<file path="src/rtl/shift_rotate_unit.sv">
// shift_rotate_unit: iterative shifter/rotator, one bit per cycle; define SHIFT_ROTATE_UNIT_ARITH_EN for SRA sign fill
module shift_rotate_unit #(
  parameter int WIDTH = 8,
  parameter int AMT_W = $clog2(WIDTH)
) (
  input  logic             clk,
  input  logic             rst_n,
  input  logic             in_valid,
  output logic             in_ready,
  input  logic [WIDTH-1:0] in_data,
  input  logic [AMT_W-1:0] in_amt,
  input  logic [2:0]       in_mode,
  output logic             out_valid,
  input  logic             out_ready,
  output logic [WIDTH-1:0] out_data,
  output logic             out_carry,
  output logic             out_zero,
  output logic             busy
);
  typedef enum logic [1:0] {IDLE, BUSY, DONE} state_t;
  state_t state, state_nx;
  logic [WIDTH-1:0] data_q, step_data;
  logic [AMT_W-1:0] cnt_q, amt_c;
  logic [2:0] mode_q;
  logic carry_q, step_carry, fill, left, pass, accept;
  assign accept = in_valid && in_ready;
  generate
    if (WIDTH == 2 ** AMT_W) begin : g_noclamp
      assign amt_c = in_amt;
    end else begin : g_clamp
      assign amt_c = (in_amt > AMT_W'(WIDTH - 1)) ? AMT_W'(WIDTH - 1) : in_amt;
    end
  endgenerate
`ifdef SHIFT_ROTATE_UNIT_ARITH_EN
  assign fill = (mode_q == 3'b010) && data_q[WIDTH-1];
`else
  assign fill = 1'b0;
`endif
  assign left = (mode_q == 3'b000) || (mode_q == 3'b011);
  assign pass = mode_q > 3'b100;
  // mode_q[0] separates ROL (011) from SLL (000) on the left-moving path
  assign step_data = pass ? data_q
                   : left ? {data_q[WIDTH-2:0], mode_q[0] & data_q[WIDTH-1]}
                   : {(mode_q == 3'b100) ? data_q[0] : fill, data_q[WIDTH-1:1]};
  assign step_carry = pass ? carry_q : left ? data_q[WIDTH-1] : data_q[0];
  always_comb begin
    state_nx = (state == IDLE) ? (accept ? BUSY : IDLE)
             : (state == BUSY) ? ((cnt_q == '0) ? DONE : BUSY)
             : (out_ready ? IDLE : DONE);
  end
  always_ff @(posedge clk or negedge rst_n) begin
    if (!rst_n) begin
      state     <= IDLE;
      data_q    <= '0;
      cnt_q     <= '0;
      mode_q    <= '0;
      carry_q   <= 1'b0;
      in_ready  <= 1'b0;
      out_valid <= 1'b0;
      busy      <= 1'b0;
    end else begin
      state     <= state_nx;
      in_ready  <= state_nx == IDLE;
      out_valid <= state_nx == DONE;
      busy      <= state_nx != IDLE;
      if (accept) begin
        data_q  <= in_data;
        cnt_q   <= amt_c;
        mode_q  <= in_mode;
        carry_q <= 1'b0;
      end else if (state == BUSY && cnt_q != '0) begin
        data_q  <= step_data;
        carry_q <= step_carry;
        cnt_q   <= cnt_q - AMT_W'(1);
      end
    end
  end
  assign out_data  = data_q;
  assign out_carry = carry_q;
  assign out_zero  = data_q == '0;
endmodule
</file>
<file path="config.mk">
export PLATFORM = sky130hd
export DESIGN_NAME = shift_rotate_unit
export DESIGN_NICKNAME = d
export VERILOG_FILES = /design/src/rtl/shift_rotate_unit.sv
export SDC_FILE = /design/constraint.sdc
export NUM_CORES = 1
export LEC_CHECK = 0
export CAP_MARGIN = 20
export CORE_MARGIN = 1.5
export CORE_UTILIZATION = 40
export DETAILED_ROUTE_END_ITERATION = 8
export HOLD_SLACK_MARGIN = 0.1
export PLACE_DENSITY_LB_ADDON = 0.1
export SLEW_MARGIN = 20
export SYNTH_ARGS = -nofsm -noshare
export SYNTH_HDL_FRONTEND = slang
export SYNTH_SLANG_ARGS = --single-unit
</file>
<file path="constraint.sdc">
create_clock -name clk -period 3.06 [get_ports clk]
set_input_delay 0.918 -clock clk [delete_from_list [all_inputs] [get_ports clk]]
set_output_delay 0.918 -clock clk [all_outputs]
set_load 0.05 [all_outputs]
</file>
==> flow_metrics.py <==
metrics = {
    "status": {
        "status": "completed",
    },
    "cells_and_area": {
        "diodes": 0,
        "utilization": 0.542,
        "stdcell_count": 180,
        "stdcell_area_mm2": 0.00150,
        "area_growth_pct": 27.8,
        "nets": 170,
        "drive_gt1_frac": 0.0738,
    },
    "clock_network": {
        "clockBufferDepth": 2,
        "ctsResizeCount": 0,
        "cts_buffers": 3,
        "post-cts-setup-buffer-count": 0,
        "cts_tree": "built",
        "clock-sinks": 20,
        "cts_root_buffer": "clkbuf_4",
        "clock_latency_ns": 0.30,
        "h-tree-depth": 1,
        "cts_hold_buf": 0,
        "clk_pin_slew_ns": 0.12,
    },
    "drt": {
        "viasPerCell": 5.44,
        "drt_iter0_markers": 20,
        "drt_first_pass_iters": 4,
        "routed_wl_mm": 2.52,
        "wire_per_inst_um": 14.0,
        "drtAntennaViolNets": 0,
        "drc": 0,
        "vias": 979,
    },
    "sta": {
        "max_slew_margin": 0.667,
        "finClkSkew_ns": 0.000863,
        "finalCritPeriodShare": 0.836,
        "setup_tns_ns": 0,
        "drv_slew": 0,
        "fmax_mhz": 391,
        "holdWs_ns": 0.544,
        "hold_viol_final": 0,
        "setup_violations": 0,
        "rsz0062_at_grt": "false",
        "fin_crit_ns": 2.56,
        "tightest_slew_ns": 0.498,
    },
    "worst_setup_path": {
        "worst-path-max-fanout": 6,
        "worst_path_largest_cell_delay_ns": 0.84,
        "cp_num_buf_inv": 1,
        "endpoint_kind": "output pin",
        "cp-startpoint": "out_data[4]",
        "crit_slowest_cell": "clkdlybuf4s50_1",
        "crit_chain": "clkdlybuf4s50_1",
        "criticalPathCategory": "reg2out",
        "cp.arrival_ns": 1.64,
        "start_kind": "flop",
        "r2r-start": "mode_q[1]",
        "cp_top_family": "buffers and inverters",
        "cp.required_ns": 2.14,
        "critical_path_depth": 1,
        "rr_worst_depth": 4,
    },
    "logic_synthesis": {
        "ys_warn_count": 0,
        "ys_async_sr_fraction": 1.00,
        "synth_area_per_cell_um2": 9.67,
        "synth_seq_cells": 20,
        "syn_inst": 121,
        "synth.distinct_cells": 33,
        "synth_edf_count": 0,
        "syn-num-nets": 141,
        "yosysSeqAreaShare": 0.428,
        "ys.flop_type": "dfrtp_1",
        "syn_area_mm2": 0.00117,
    },
    "placed_design": {
        "globalplace.congestion": 0.769,
        "io_buffer_count": 30,
        "post_dp_cell_area_mm2": 0.00144,
        "dp.cells": 176,
        "hpwl_mm": 1.78,
    },
    "hold_path": {
        "hold_depth": 1,
        "hp-start": "state[0]",
        "worst_hold_path_type": "reg2reg",
    },
    "global_routing": {
        "grt.overflow.total": 0,
        "grt_usage": 0.167,
        "grt_pass1_wl_mm": 4.31,
        "grt_start_max_net_pins": 21,
        "grt_pass1_vias": 908,
        "antenna_found_initial": 0,
    },
    "floorplan": {
        "start_util": 0.424,
        "chipHeight_um": 57.1,
        "die_area_mm2": 0.00326,
        "io_pins": 31,
        "core_mm2": 0.00276,
        "die_w_um": 57.1,
        "rows": 19,
    },
    "job": {
        "cap_violations": 0,
    },
    "pwr": {
        "p_per_area_mw_per_mm2": 1260,
        "power_leakage_nw": 0.601,
        "ir_drop_v": 0.000766,
    },
}
==> path summary, 6_finish.rpt <==
kind	end	slack, ns
max in group asynchronous	out_carry	1.92
min in group asynchronous	out_data[3]	0.93
hold reg to reg	in_ready	0.54
setup reg to reg	out_data[1]	1.34
hold / removal	in_ready	0.54
setup / recovery	out_data[4]	0.50
==> cells in the mapped netlist (3+ instances only) <==
master | number | area share
a211oi_1 | 6 | 0.038
nor2_1 | 13 | 0.042
nor3_1 | 6 | 0.026
o21ai_0 | 8 | 0.034
inv_1 | 4 | 0.013
o32ai_1 | 5 | 0.037
nand2_1 | 17 | 0.055
mux2_1 | 6 | 0.058
dfrtp_1 | 20 | 0.43
clkbuf_8 | 3 | 0.035
==> flip-flops by register name (all words and copies together), names as in the netlist <==
signal / count
busy: 1
cnt_q: 3
in_ready: 1
mode_q: 3
out_carry: 1
out_data: 8
out_valid: 1
state: 2
==> cell families (layout without fill, tap and decap cells) <==
family	count (synthesis)	after routing	synth area share
buf+inv	11	39	0.0738
flops	20	20	0.428
fa+ha+maj	2	2	0.0214
mux	9	9	0.0845
xor+xnor	3	3	0.0385
compound gates	29	29	0.171
simple gates	47	47	0.183
==> area by class of cell <==
| class | count | area (um^2) |
|---|---|---|
| Clock buffer | 3 | 22.5 |
| Inverter | 4 | 15.0 |
| Fill cell | 257 | 1260 |
| Timing Repair Buffer | 31 | 305 |
| Clock inverter | 1 | 30.0 |
| Multi-Input combinational cell | 90 | 583 |
| Sequential cell | 20 | 500 |
| Tap cell | 31 | 38.8 |
==> metal layers <==
layer  vias up  part of all wire  GRT usage  routed length [um]
met5         -                 0          0                   0
met1       454              0.50      0.245                1260
li1        493                 -          -                   -
met2        30              0.44      0.253                1120
met3         2             0.051     0.0385                 129
met4         0            0.0067     0.0399                  17
==> cell usage in the layout (no fill, tap or decap), types with 4 or more instances in the layout <==
cell	instances
o21ai_0	8
nor2_1	13
dfrtp_1	20
clkdlybuf4s50_1	29
a211oi_1	6
o32ai_1	5
nand2_1	17
inv_1	4
mux2_1	6
nor3_1	6
==> where the power goes <==
group / internal, W / switching, W
clock network: 0.000132 / 0.0000872
logic: 0.000439 / 0.000643
registers: 0.000396 / 0.000185
total: 0.000968 / 0.000915
==> per-stage QoR <==
stage / power (W) / setup WS, ns
detailed placement: 0.00167 / 0.739
global placement: 0.00164 / 0.810
finish: 0.00188 / 0.502
global route: 0.00202 / 0.443
floorplan: 0.00141 / 0.322
CTS: 0.00189 / 0.497
No activity file was read; power rests on OpenSTA's default activity.
